==> src/rtl/uart_rx_deserializer.sv <==
// UART receive deserializer: oversampled start/data/parity/stop recovery with one-cycle status pulses.
// Optional build macro UART_RX_MAJORITY_VOTE_EN selects 2-of-3 majority sampling around mid-bit.
module uart_rx_deserializer #(
    parameter int DATA_WIDTH = 8,
    parameter int PRESCALE_W = 6
) (
    input  logic                  clk,
    input  logic                  rst_n,
    input  logic                  RX_IN,
    input  logic [PRESCALE_W-1:0] prescale,
    input  logic                  PAR_EN,
    input  logic                  PAR_TYP,
    output logic [DATA_WIDTH-1:0] P_DATA,
    output logic                  data_valid,
    output logic                  par_err,
    output logic                  stp_err,
    output logic [2:0]            o_dbg_state
);

    localparam int BW = (DATA_WIDTH > 1) ? $clog2(DATA_WIDTH) : 1;
    localparam logic [BW-1:0] LAST_BIT = BW'(DATA_WIDTH - 1);

    typedef enum logic [2:0] {
        S_IDLE   = 3'd0,
        S_START  = 3'd1,
        S_DATA   = 3'd2,
        S_PARITY = 3'd3,
        S_STOP   = 3'd4,
        S_BREAK  = 3'd5
    } state_t;

    state_t                  r_state;
    logic                    r_rx_meta;
    logic                    r_rx_s;
    logic [PRESCALE_W-1:0]   r_p;
    logic [PRESCALE_W-1:0]   r_edge_cnt;
    logic [BW-1:0]           r_bit_cnt;
    logic [DATA_WIDTH-1:0]   r_shift;
    logic                    r_par_en;
    logic                    r_par_typ;
    logic                    r_par_flag;
    logic [DATA_WIDTH-1:0]   r_p_data;
    logic                    r_data_valid;
    logic                    r_par_err;
    logic                    r_stp_err;

    logic [PRESCALE_W-1:0]   w_p_even;
    logic [PRESCALE_W-1:0]   w_p_eff;
    logic [PRESCALE_W-1:0]   w_half;
    logic [PRESCALE_W-1:0]   w_edge_next;
    logic                    w_last;
    logic                    w_sample_pt;
    logic                    w_sample;
    logic                    w_unused;

    // Odd prescale values are rounded down so the mid-bit point is an exact integer.
    assign w_p_even    = {prescale[PRESCALE_W-1:1], 1'b0};
    assign w_p_eff     = (w_p_even < PRESCALE_W'(4)) ? PRESCALE_W'(4) : w_p_even;
    assign w_unused    = prescale[0];
    assign w_half      = {1'b0, r_p[PRESCALE_W-1:1]};
    assign w_last      = (r_edge_cnt == r_p - PRESCALE_W'(1));
    assign w_edge_next = w_last ? '0 : r_edge_cnt + PRESCALE_W'(1);

`ifdef UART_RX_MAJORITY_VOTE_EN
    logic [1:0] r_hist;

    // r_hist[0] holds rx_s at P/2 and r_hist[1] at P/2-1 when the decision is taken at P/2+1.
    always_ff @(posedge clk or negedge rst_n) begin
        if (!rst_n) begin
            r_hist <= 2'b11;
        end else begin
            r_hist <= {r_hist[0], r_rx_s};
        end
    end

    assign w_sample_pt = (r_edge_cnt == w_half + PRESCALE_W'(1));
    assign w_sample    = (r_hist[1] & r_hist[0]) | (r_hist[1] & r_rx_s) | (r_hist[0] & r_rx_s);
`else
    assign w_sample_pt = (r_edge_cnt == w_half);
    assign w_sample    = r_rx_s;
`endif

    always_ff @(posedge clk or negedge rst_n) begin
        if (!rst_n) begin
            r_rx_meta <= 1'b1;
            r_rx_s    <= 1'b1;
        end else begin
            r_rx_meta <= RX_IN;
            r_rx_s    <= r_rx_meta;
        end
    end

    always_ff @(posedge clk or negedge rst_n) begin
        if (!rst_n) begin
            r_state      <= S_IDLE;
            r_p          <= PRESCALE_W'(4);
            r_edge_cnt   <= '0;
            r_bit_cnt    <= '0;
            r_shift      <= '0;
            r_par_en     <= 1'b0;
            r_par_typ    <= 1'b0;
            r_par_flag   <= 1'b0;
            r_p_data     <= '0;
            r_data_valid <= 1'b0;
            r_par_err    <= 1'b0;
            r_stp_err    <= 1'b0;
        end else begin
            r_data_valid <= 1'b0;
            r_par_err    <= 1'b0;
            r_stp_err    <= 1'b0;
            case (r_state)
                S_IDLE: begin
                    if (!r_rx_s) begin
                        r_state    <= S_START;
                        r_p        <= w_p_eff;
                        r_par_en   <= PAR_EN;
                        r_par_typ  <= PAR_TYP;
                        r_par_flag <= 1'b0;
                        r_edge_cnt <= '0;
                        r_bit_cnt  <= '0;
                    end
                end
                S_START: begin
                    r_edge_cnt <= w_edge_next;
                    if (w_sample_pt && w_sample) begin
                        r_state <= S_IDLE;
                    end else if (w_last) begin
                        r_state <= S_DATA;
                    end
                end
                S_DATA: begin
                    r_edge_cnt <= w_edge_next;
                    if (w_sample_pt) begin
                        r_shift <= {w_sample, r_shift[DATA_WIDTH-1:1]};
                    end
                    if (w_last) begin
                        if (r_bit_cnt == LAST_BIT) begin
                            r_bit_cnt <= '0;
                            r_state   <= r_par_en ? S_PARITY : S_STOP;
                        end else begin
                            r_bit_cnt <= r_bit_cnt + BW'(1);
                        end
                    end
                end
                S_PARITY: begin
                    r_edge_cnt <= w_edge_next;
                    if (w_sample_pt) begin
                        r_par_flag <= (^r_shift) ^ w_sample ^ r_par_typ;
                    end
                    if (w_last) begin
                        r_state <= S_STOP;
                    end
                end
                S_STOP: begin
                    r_edge_cnt <= w_edge_next;
                    // Leave STOP at mid-bit so a start bit right after the stop bit is caught.
                    if (w_sample_pt) begin
                        r_stp_err <= ~w_sample;
                        r_par_err <= r_par_en & r_par_flag;
                        if (w_sample && !(r_par_en && r_par_flag)) begin
                            r_data_valid <= 1'b1;
                            r_p_data     <= r_shift;
                        end
                        r_state <= w_sample ? S_IDLE : S_BREAK;
                    end
                end
                S_BREAK: begin
                    if (r_rx_s) begin
                        r_state <= S_IDLE;
                    end
                end
                default: begin
                    r_state <= S_IDLE;
                end
            endcase
        end
    end

    assign P_DATA      = r_p_data;
    assign data_valid  = r_data_valid;
    assign par_err     = r_par_err;
    assign stp_err     = r_stp_err;
    assign o_dbg_state = r_state;

endmodule

==> config.mk <==
export PLATFORM = sky130hd
export DESIGN_NAME = uart_rx_deserializer
export DESIGN_NICKNAME = d
export VERILOG_FILES = /design/src/rtl/uart_rx_deserializer.sv
export SDC_FILE = /design/constraint.sdc
export NUM_CORES = 1
export LEC_CHECK = 0
export BUFFER_PORTS_ARGS = -buffer_cell sky130_fd_sc_hd__buf_2
export CELL_PAD_IN_SITES_DETAIL_PLACEMENT = 1
export CELL_PAD_IN_SITES_GLOBAL_PLACEMENT = 2
export CORE_ASPECT_RATIO = 1.5
export CORE_UTILIZATION = 40
export DETAILED_ROUTE_END_ITERATION = 10
export GPL_ROUTABILITY_DRIVEN = 1
export HOLD_SLACK_MARGIN = 0.15
export PLACE_DENSITY_LB_ADDON = 0.1
export SLEW_MARGIN = 20
export SYNTH_ARGS = -nofsm -noshare
export SYNTH_HDL_FRONTEND = slang
export SYNTH_SLANG_ARGS = --single-unit
==> constraint.sdc <==
create_clock -name clk -period 5.4 [get_ports clk]
set_clock_uncertainty 0.1 [all_clocks]
set_input_delay 1.08 -clock clk [delete_from_list [all_inputs] [get_ports clk]]
set_output_delay 1.08 -clock clk [all_outputs]
set_load 0.05 [all_outputs]
==> results of run 1 <==
==> report_power, final <==
part	total [mW]	internal [mW]	switching [mW]
Sequential	0.464	0.365	0.0988
Combinational	0.433	0.178	0.255
Clock	0.221	0.116	0.106
Total	1.12	0.659	0.460
==> through the flow <==
stage / hold WS (ns) / power (mW) / utilization (%) / setup WS (ns)
after global placement: 0.247 / 0.877 / 44.8 / 2.92
after global routing: 0.266 / 1.20 / 46.8 / 2.53
after CTS: 0.262 / 1.13 / 46.8 / 2.71
after floorplan: 0.245 / 0.796 / - / 3.23
final: 0.260 / 1.12 / 46.8 / 2.74
after detailed placement: 0.250 / 0.905 / 44.8 / 2.74
==> sequential cells by signal (all words and copies together), names as in the netlist <==
name	cells
P_DATA	8
r_rx_meta	1
o_dbg_state	3
par_err	1
r_bit_cnt	3
r_shift	8
data_valid	1
r_par_flag	1
r_p	5
stp_err	1
r_par_en	1
r_rx_s	1
r_par_typ	1
r_edge_cnt	6
==> Yosys cell counts (all sizes together) <==
library cell  instances  area share, %
nor2b                 1           0.29
nand3                11            2.6
ha                    4            2.3
nor3b                 1           0.35
mux2                 15            9.3
or3b                  1           0.41
xor2                  8            3.3
a2111o                1           0.53
nor2                 12            2.1
and2                  1           0.29
nand2                24            4.3
a21oi                 9            2.1
a22oi                 1           0.35
dfrtp                38             45
clkbuf                3           0.53
nor4                  2           0.59
dfstp                 3            3.7
or2                   1           0.29
nand4b                1           0.41
and3                  4            1.2
nand4                 2           0.59
nand3b                2            1.5
a32oi                 1           0.41
o31ai                 2           0.70
nor3                  9            2.6
xnor2                16            6.6
o22ai                 1           0.29
or3                   2           0.59
inv                   8            1.4
a211oi                2           0.70
nand2b                3           0.88
o211a                 1           0.47
o221ai                1           0.41
o21ai                 9            2.1
buf                   4            1.2
==> worst reg2reg max path, delay by kind of cell, from the launching register on <==
kind / cells / cell delay, ns
AOI/OAI and AO/OA: 2 / 0.52
buffers and inverters: 1 / 0.06
adders and majority gates: 1 / 0.23
and+or+nand+nor: 4 / 1.06
DFF: 1 / 0.56
==> how the worst max path moves through the flow <==
stage / endpoint / slack [ns] / cells past startpoint / start
after floorplan: o_dbg_state[1] / 3.23 / 8 / r_p[2]
after global placement: r_edge_cnt[2] / 2.92 / 8 / r_p[2]
after detailed placement: r_edge_cnt[3] / 2.74 / 8 / r_p[2]
after CTS: r_edge_cnt[3] / 2.71 / 8 / r_p[2]
after global routing: r_edge_cnt[3] / 2.53 / 8 / r_p[2]
final: r_edge_cnt[3] / 2.74 / 8 / r_p[2]
==> cell type report <==
cell class	instances	area, µm²
well taps	68	85.1
inverters	8	30.0
fillers	620	2730
clock inverters	1	5.00
flip-flops and latches	41	1030
repair buffers	23	115
clock buffers	7	96.3
multi-input cells	148	1040
==> layer usage <==
| metal | up-vias | track usage, % |
|---|---|---|
| li1 | 748 | - |
| met1 | 795 | 21.8 |
| met2 | 15 | 36.6 |
| met3 | 5 | 3.42 |
| met4 | 0 | 5.56 |
| met5 | - | 0 |
==> cell families (layout without fill, tap and decap cells) <==
group | after synthesis | count (layout) | share of synthesized area [%]
xor+xnor | 24 | 24 | 9.85
simple gates | 77 | 77 | 19.0
fa+ha+maj | 4 | 4 | 2.34
mux | 15 | 15 | 9.32
buf+inv | 15 | 39 | 3.17
compound gates | 28 | 28 | 8.09
flops | 41 | 41 | 48.2
==> key figures, run 1 <==
Critical path
  – Kind of critical path: reg2reg
  – Cell at the slowest stage of the critical path: dfstp_2
  – Launching element type of the critical path: flop
  – Cell type group with the largest total delay on the critical path: simple AND/OR/NAND/NOR gates
  – Crit-path cells: inv_1, ha_1, nand2b_1, o211a_1, o31ai_1, nand2_2, nor3_1, nor3_1
  – Maximum cell stage delay along the critical path: 0.56 ns
  – Start of the worst register-to-register path: r_p[2]
  – CP Data Required Time: 5.45 ns
  – Arrival time at the worst endpoint: 2.71 ns
  – Dominant cell type by count on the critical path: nor3_1
  – Reg-to-reg endpoint: r_edge_cnt[3]
  – CP Max Fanout: 9
  – Slack of the worst reg-to-reg path: 2.74 ns
  – Sum of buffers and inverters on the critical path: 1
  – Worst Reg-to-Reg Cells: 8
  – CP Capture Type: flop

GRT
  – Initial antenna violation count: 0
  – Maximum number of pins on one net before global-route repair: 42
  – All-Layer GR Usage: 19.8%
  – Wire length of the first global-routing pass: 8.22 mm
  – Sum of overflow across all layers after global routing: 0
  – Vias in the first global route: 1705

Routing
  – Detail-routed via count per cell: 5.28
  – Met2 WL post-DR: 2.81 mm
  – Final wirelength: 4.93 mm
  – Vias post-DR: 1563
  – ANT nets after route: 0
  – Length of routed met3 wiring: 77 µm
  – Uppermost layer routed: met4
  – DR WL/cell: 16.7 µm
  – Number of DRC violations after detailed routing: 0
  – Iteration-0 DRC Markers: 29
  – Number of search-and-repair iterations in the first detailed-routing pass: 4
  – Met1 wire length: 1.99 mm

Power
  – Power per cell area: 466 nW/µm²
  – Leak pwr: 1.17 nW
  – Worst vdd ir: 0.194 mV

Placement
  – Cell area after placement: 2300 µm²
  – Final weighted congestion in routability-driven placement: 0.724
  – Post-Place Cells: 288
  – Detail Placement HPWL: 3.65 mm
  – Buffers on Ports: 23

Die
  – Full die area: 5640 µm²
  – Number of placement rows: 32
  – # IOs: 25
  – Die X: 61.6 µm
  – Core region area: 5120 µm²
  – Overall die height: 91.5 µm
  – Starting Density: 41.7%

Clocking
  – Number of gates given a new drive strength after cts: 0
  – Maximum count of clock buffers along a single path: 2
  – Clock buffers created by TritonCTS: 5
  – Count of clock tree sinks: 41
  – Clock tree root buffer cell: clkbuf_8
  – Level count of the clock H-tree: 2
  – Post-cts hold buffer count: 0
  – Clock tree from TritonCTS: yes
  – Number of setup buffers added after CTS: 0
  – Clock-pin slew on the worst setup and hold paths: 0.08 ns
  – Clk Latency, worst-skew pair: 0.29 ns

Final layout
  – Share of layout cells above drive strength 1: 24.1%
  – # diodes: 0
  – Commonest cells after routing, fill and taps aside: dfrtp_1, nand2_1, buf_2
  – Area growth from synthesis to layout: 12.4%
  – Post-layout nets: 242
  – Most common library cell in the layout ignoring fill and taps: dfrtp_1
  – Non-Filler Instances: 296
  – Post-route cell area: 2400 µm²

STA
  – Number of failing hold endpoints at the final stage: 0
  – Setup TNS Final: 0 ns
  – Min Clock Period, post-route: 2.66 ns
  – Worst rel slew slack: 38.4%
  – Final period utilization: 49.3%
  – Tightest Pin Transition: 0.924 ns
  – Setup Viol. Count Final: 0
  – Unrepaired setup endpoints after global routing: no
  – Max Clock Freq: 0.376 GHz
  – Number of pins with negative max-slew slack in the final report: 0

Run status
  – Run status: completed

Yosys
  – Post-synthesis net count: 219
  – Synthesis-stage register bit count: 41
  – Average instance area after synthesis: 10.5 µm²
  – Sequential area share after synthesis: 48.2%
  – Count of yosys warnings during synthesis: 0
  – Cell area after synthesis: 2130 µm²
  – Number of distinct library cells after synthesis: 40
  – Syn Inst Count: 204

Min path
  – Hold Crit Endpoint: r_rx_s
  – Min-delay worst type: reg2reg
  – Cells on Worst Hold Path: 0
  – Hold path start: r_rx_meta

Flow run
  – Max Cap Viol: 0
(Power assumes the default switching activity.)
==> run 2: changes to the inputs <==
Settings changed: CORE_UTILIZATION 40 to 37.
Clock period 5.4 ns to 2.6 ns, I/O delays scaled along.
==> key figures, run 2 (synthesis gave the netlist of run 1 again) <==
Clocking
  – Count of clock tree sinks: 41 (unchanged)
  – Clk Latency, worst-skew pair: 0.30 ns (was 0.29 ns)
  – Level count of the clock H-tree: 2 (unchanged)
  – Clock tree from TritonCTS: yes (unchanged)
  – Clock-pin slew on the worst setup and hold paths: 0.09 ns (was 0.08 ns)
  – Maximum count of clock buffers along a single path: 2 (unchanged)
  – Clock tree root buffer cell: clkbuf_8 (unchanged)
  – Clock buffers created by TritonCTS: 5 (unchanged)
  – Number of setup buffers added after CTS: 0 (unchanged)

Die
  – Starting Density: 38.9% (was 41.7%)
  – Overall die height: 95.0 µm (was 91.5 µm)
  – # IOs: 25 (unchanged)
  – Full die area: 6080 µm² (was 5640 µm²)
  – Die X: 64.0 µm (was 61.6 µm)
  – Core region area: 5490 µm² (was 5120 µm²)
  – Number of placement rows: 33 (was 32)

Power
  – Leak pwr: 1.19 nW (was 1.17 nW)
  – Power per cell area: 952 nW/µm² (was 466 nW/µm²)
  – Total power draw: 2.31 mW (was 1.12 mW)
  – Worst vdd ir: 0.360 mV (was 0.194 mV)

STA
  – Number of failing hold endpoints at the final stage: 0 (unchanged)
  – PnR worst setup slack: 0.205 ns (was 2.74 ns)
  – Unrepaired setup endpoints after global routing: no (unchanged)
  – Setup TNS Final: 0 ns (unchanged)
  – Setup Viol. Count Final: 0 (unchanged)
  – Tightest Pin Transition: 0.914 ns (was 0.924 ns)
  – Worst rel slew slack: 39.1% (was 38.4%)
  – Worst hold margin: 0.222 ns (was 0.260 ns)
  – Number of pins with negative max-slew slack in the final report: 0 (unchanged)
  – Max Clock Freq: 0.417 GHz (was 0.376 GHz)
  – Min Clock Period, post-route: 2.40 ns (was 2.66 ns)
  – Final period utilization: 92.1% (was 49.3%)

Routing
  – ANT nets after route: 0 (unchanged)
  – Detail-routed via count per cell: 5.24 (was 5.28)
  – DR WL/cell: 16.0 µm (was 16.7 µm)
  – Number of DRC violations after detailed routing: 0 (unchanged)
  – Iteration-0 DRC Markers: 33 (was 29)
  – Number of search-and-repair iterations in the first detailed-routing pass: 2 (was 4)
  – Vias post-DR: 1588 (was 1563)
  – Final wirelength: 4.86 mm (was 4.93 mm)

Min path
  – Hold Crit Endpoint: r_rx_meta (was r_rx_s)
  – Cells on Worst Hold Path: 1 (was 0)
  – Min-delay worst type: in2reg (was reg2reg)
  – Hold path start: RX_IN (was r_rx_meta)

GRT
  – Wire length of the first global-routing pass: 8.23 mm (was 8.22 mm)
  – Initial antenna violation count: 0 (unchanged)
  – Maximum number of pins on one net before global-route repair: 42 (unchanged)
  – All-Layer GR Usage: 17.6% (was 19.8%)
  – Vias in the first global route: 1763 (was 1705)
  – Sum of overflow across all layers after global routing: 0 (unchanged)

Final layout
  – Multi-input logic area: 1040 µm² (about the same)
  – Area of all sequential standard cells: 1030 µm² (unchanged)
  – Core Util, Final: 44.2% (was 46.8%)
  – Commonest cells after routing, fill and taps aside: dfrtp_1, nand2_1, buf_2 (unchanged)
  – Most common library cell in the layout ignoring fill and taps: dfrtp_1 (unchanged)
  – Share of layout cells above drive strength 1: 26.2% (was 24.1%)
  – # diodes: 0 (unchanged)
  – Post-layout nets: 247 (was 242)
  – Area growth from synthesis to layout: 13.8% (was 12.4%)
  – Post-route cell area: 2430 µm² (was 2400 µm²)
  – Non-Filler Instances: 303 (was 296)
  – Count of fill cells added during filler insertion: 617 (was 620)

Critical path
  – Start of the worst register-to-register path: r_p[2] (unchanged)
  – CP Max Fanout: 5 (was 9)
  – Kind of critical path: reg2reg (unchanged)
  – Maximum cell stage delay along the critical path: 0.55 ns (was 0.56 ns)
  – CP Capture Type: flop (unchanged)
  – CP Data Required Time: 2.67 ns (was 5.45 ns)
  – Arrival time at the worst endpoint: 2.47 ns (was 2.71 ns)
  – Crit-path cells: inv_1, ha_1, nand2b_1, o211a_1, o31ai_1, nand2_2, o21ai_0, nor3_1 (was inv_1, ha_1, nand2b_1, o211a_1, o31ai_1, nand2_2, nor3_1, nor3_1)
  – Slack of the worst reg-to-reg path: 0.20 ns (was 2.74 ns)
  – Cell at the slowest stage of the critical path: dfstp_2 (unchanged)
  – Launching element type of the critical path: flop (unchanged)
  – Reg-to-reg endpoint: r_edge_cnt[5] (was r_edge_cnt[3])
  – Worst Reg-to-Reg Cells: 8 (unchanged)

Run status
  – Run status: completed (unchanged)

Placement
  – Detail Placement HPWL: 3.60 mm (was 3.65 mm)
  – Minimum setup slack after placement: 0.109 ns (was 2.74 ns)
  – Final weighted congestion in routability-driven placement: 0.748 (was 0.724)
  – Post-Place Cells: 295 (was 288)
  – Buffers on Ports: 23 (unchanged)
  – Cell area after placement: 2340 µm² (was 2300 µm²)

Flow run
  – Max Cap Viol: 0 (unchanged)
run 2: worst max-delay path by stage:
stage               cells past startpoint  startpoint  slack [ns]        endpoint
CTS                                     8      r_p[2]        0.09   r_edge_cnt[5]
global route                            8      r_p[2]        0.01   r_edge_cnt[5]
detailed placement                      8      r_p[2]        0.11   r_edge_cnt[5]
global placement                        8      r_p[2]        0.27   r_edge_cnt[5]
finish                                  8      r_p[2]        0.20   r_edge_cnt[5]
floorplan                               8      r_p[2]        0.43  o_dbg_state[1]
run 2: report_power, final:
part	switching, mW	internal (mW)
sequential	0.178	0.758
combinational	0.560	0.404
clock	0.227	0.185
total	0.965	1.35
run 2: layout make-up:
cell class	instances	area share [%]
Sequential cell	41	42.4
Tap cell	70	3.61
Timing Repair Buffer	28	6.29
Inverter	8	1.24
Clock inverter	3	0.721
Multi-Input combinational cell	148	42.9
Clock buffer	5	2.83
run 2: worst max-delay path, delay by kind of cell, from the launching register on:
kind / cells / cell delay [ns]
buffers and inverters: 1 / 0.06
AND/OR/NAND/NOR: 3 / 0.45
adder cells (fa/ha/maj): 1 / 0.22
AO/OA/AOI/OAI: 3 / 0.91
flip-flops: 1 / 0.55
run 2: metal layers:
metal,global-route usage [%],vias to the layer above,share of wire [%]
met5,0,-,0
met4,7.39,0,2.2
met3,2.51,8,2.0
met2,33.4,17,54
met1,19.4,799,41
li1,-,764,-
run 2: timing repair:
action / 4_1_cts / 5_1_grt
resized for setup: 0 / 1
hold buffers: 0 / 0
setup endpoints to repair: 0 / 4
==> run 3: changes to the inputs <==
--- a/config.mk
+++ b/config.mk
@@ -7,2 +7,3 @@
 export LEC_CHECK = 0
+export ABC_AREA = 1
 export BUFFER_PORTS_ARGS = -buffer_cell sky130_fd_sc_hd__buf_2
@@ -11,3 +12,3 @@
 export CORE_ASPECT_RATIO = 1.5
-export CORE_UTILIZATION = 37
+export CORE_UTILIZATION = 34
 export DETAILED_ROUTE_END_ITERATION = 10
@@ -16,2 +17,3 @@
 export PLACE_DENSITY_LB_ADDON = 0.1
+export SKIP_LAST_GASP = 1
 export SLEW_MARGIN = 20
==> constraint.sdc (replaced) <==
create_clock -name clk -period 2.6 [get_ports clk]
set_clock_uncertainty 0.1 [all_clocks]
set_input_delay 0.13 -clock clk [delete_from_list [all_inputs] [get_ports clk]]
set_output_delay 0.13 -clock clk [all_outputs]
set_load 0.05 [all_outputs]
==> key figures, run 3 <==
Die
  – Full die area: 6760 µm² (was 6080 µm²)
  – Core region area: 6170 µm² (was 5490 µm²)
  – Starting Density: 35.4% (was 38.9%)
  – # IOs: 25 (unchanged)
  – Number of placement rows: 35 (was 33)
  – Overall die height: 100 µm (was 95.0 µm)
  – Die X: 67.5 µm (was 64.0 µm)

Critical path
  – CP Capture Type: flop (unchanged)
  – Critical Path Source: o_dbg_state[0] (was r_p[2])
  – Kind of critical path: reg2reg (unchanged)
  – Launching element type of the critical path: flop (unchanged)
  – Arrival time at the worst endpoint: 2.23 ns (was 2.47 ns)
  – Start of the worst register-to-register path: o_dbg_state[0] (was r_p[2])
  – CP Max Fanout: 8 (was 5)
  – CP Data Required Time: 2.74 ns (was 2.67 ns)

Final layout
  – # diodes: 0 (unchanged)
  – Commonest cells after routing, fill and taps aside: nand2_1, dfrtp_1, inv_1 (was dfrtp_1, nand2_1, buf_2)
  – Post-layout nets: 326 (was 247)
  – Most common library cell in the layout ignoring fill and taps: nand2_1 (was dfrtp_1)
  – Core Util, Final: 42.1% (was 44.2%)
  – Share of layout cells above drive strength 1: 19.6% (was 26.2%)
  – Post-route cell area: 2600 µm² (was 2430 µm²)
  – Count of fill cells added during filler insertion: 783 (was 617)
  – Area growth from synthesis to layout: 19.1% (was 13.8%)
  – Non-Filler Instances: 386 (was 303)

GRT
  – All-Layer GR Usage: 17.8% (was 17.6%)
  – Maximum number of pins on one net before global-route repair: 42 (unchanged)
  – Wire length of the first global-routing pass: 8.93 mm (was 8.23 mm)
  – Initial antenna violation count: 0 (unchanged)
  – Sum of overflow across all layers after global routing: 0 (unchanged)
  – Vias in the first global route: 1937 (was 1763)

Routing
  – ANT nets after route: 0 (unchanged)
  – Final wirelength: 5.12 mm (was 4.86 mm)
  – Vias post-DR: 1819 (was 1588)
  – Number of search-and-repair iterations in the first detailed-routing pass: 3 (was 2)
  – Number of DRC violations after detailed routing: 0 (unchanged)
  – Detail-routed via count per cell: 4.71 (was 5.24)
  – Iteration-0 DRC Markers: 63 (was 33)
  – DR WL/cell: 13.3 µm (was 16.0 µm)

Yosys
  – Synthesis-stage register bit count: 41 (unchanged)
  – Fraction of registers with async set or reset after synthesis: 100% (unchanged)
  – Sequential area share after synthesis: 47.1% (was 48.2%)
  – Syn Inst Count: 274 (was 204)
  – Number of distinct library cells after synthesis: 29 (was 40)
  – Top-area cell type share of the netlist area: 43.5% (was 44.5%)
  – Synth Flop Type: dfrtp_1 (unchanged)
  – Synth top area cells: dfrtp_1, nand2_1, inv_1, nand3_1, dfstp_2 (was dfrtp_1, xnor2_1, mux2_4, nand2_1, dfstp_2)
  – Post-synth EDFFs: 0 (unchanged)
  – Most repeated cell in the gate-level netlist after synthesis: nand2_1 (was dfrtp_1)
  – Post-synthesis net count: 289 (was 219)
  – Post-synth top area cell: dfrtp_1 (unchanged)
  – Most frequent cells after synthesis: nand2_1, dfrtp_1, inv_1 (was dfrtp_1, nand2_1, xnor2_1)
  – Count of yosys warnings during synthesis: 0 (unchanged)
  – Average instance area after synthesis: 7.97 µm² (was 10.5 µm²)
  – Cell area after synthesis: 2180 µm² (was 2130 µm²)

Power
  – Power per cell area: 1030 nW/µm² (was 952 nW/µm²)
  – Leak pwr: 1.33 nW (was 1.19 nW)
  – Total power draw: 2.68 mW (was 2.31 mW)
  – Worst vdd ir: 0.329 mV (was 0.360 mV)

STA
  – Setup Viol. Count Final: 0 (unchanged)
  – Max Clock Freq: 0.477 GHz (was 0.417 GHz)
  – Setup TNS Final: 0 ns (unchanged)
  – Number of failing hold endpoints at the final stage: 0 (unchanged)
  – Final period utilization: 80.5% (was 92.1%)
  – Number of pins with negative max-slew slack in the final report: 0 (unchanged)
  – Tightest Pin Transition: 0.933 ns (was 0.914 ns)
  – Min Clock Period, post-route: 2.09 ns (was 2.40 ns)
  – Unrepaired setup endpoints after global routing: no (unchanged)
  – Worst rel slew slack: 37.8% (was 39.1%)

Placement
  – Buffers on Ports: 23 (unchanged)
  – Detail Placement HPWL: 3.89 mm (was 3.60 mm)
  – Post-Place Cells: 368 (was 295)
  – Final weighted congestion in routability-driven placement: 0.743 (was 0.748)
  – Cell area after placement: 2370 µm² (was 2340 µm²)

Clocking
  – Clock tree root buffer cell: clkbuf_8 (unchanged)
  – Clk Latency, worst-skew pair: 0.30 ns (about the same)
  – Clock-pin slew on the worst setup and hold paths: 0.08 ns (was 0.09 ns)
  – Clock tree from TritonCTS: yes (unchanged)
  – Clock buffers created by TritonCTS: 5 (unchanged)
  – Maximum count of clock buffers along a single path: 2 (unchanged)
  – Count of clock tree sinks: 41 (unchanged)
  – Level count of the clock H-tree: 2 (unchanged)

Run status
  – Run status: completed (unchanged)

Min path
  – Hold path start: r_rx_meta (was RX_IN)
  – Min-delay worst type: reg2reg (was in2reg)

Flow run
  – Max Cap Viol: 0 (unchanged)
run 3: cell type report:
cell class              count  area, µm²  share of cell area (%)
clock buffers               5       68.8                    2.64
clock inverters             3       65.1                    2.50
inverters                  36        136                    5.24
multi-input cells         193        987                    37.9
flip-flops and latches     41       1030                    39.6
well taps                  74       92.6                    3.56
repair buffers             34        223                    8.56
run 3: final timing paths:
check	end	depth (start not counted)	slack [ns]
worst max-delay path	r_p[1]	6	0.51
worst min-delay path	r_rx_s	0	0.26
worst max register to register	r_p[1]	6	0.51
worst min register to register	r_rx_s	0	0.26
max in group asynchronous	r_bit_cnt[1]	2	1.41
min in group asynchronous	P_DATA[7]	2	0.41
run 3: metal layers:
layer,wire length [µm],global-route usage (%),up-vias,part of all wire (%)
met4,82,6.38,0,1.6
li1,-,-,929,-
met1,2010,18.0,873,39
met2,2940,34.3,10,58
met5,0,0,-,0
met3,77,3.41,7,1.5
run 3: kinds of logic after synthesis:
logic type,Yosys count,share of synthesized area (%)
flip-flops,41,47.1
AND/OR/NAND/NOR,145,29.4
XOR/XNOR,11,4.41
AO/OA/AOI/OAI,33,9.05
buffers and inverters,40,7.67
adder cells (fa/ha/maj),4,2.29
run 3: where the power goes:
part	switching (mW)	leakage (nW)	internal, mW	total [mW]
sequential	0.152	0.544	0.773	0.925
clock	0.234	0.0681	0.382	0.615
combinational	0.756	0.717	0.388	1.14
run 3: critical path: stages (launching register included):
cell	delay, ns
dfrtp_1	0.44
nor2_1	0.16
nand2_1	0.13
nor2_2	0.20
inv_1	0.19
o31ai_1	0.24
dlygate4sd3_1	0.57
run 3: what timing repair did:
item                      4_1_cts  5_1_grt
setup buffers                   0        0
hold endpoints to repair       46        0
resized for setup               0        0
hold buffers                   10        0
run 3: stage by stage:
stage | setup slack, ns | hold slack (ns)
floorplan | 0.777 | -0.266
detailed placement | 0.515 | 0.139
global placement | 0.538 | 0.135
global route | 0.271 | 0.263
CTS | 0.483 | 0.261
finish | 0.506 | 0.260
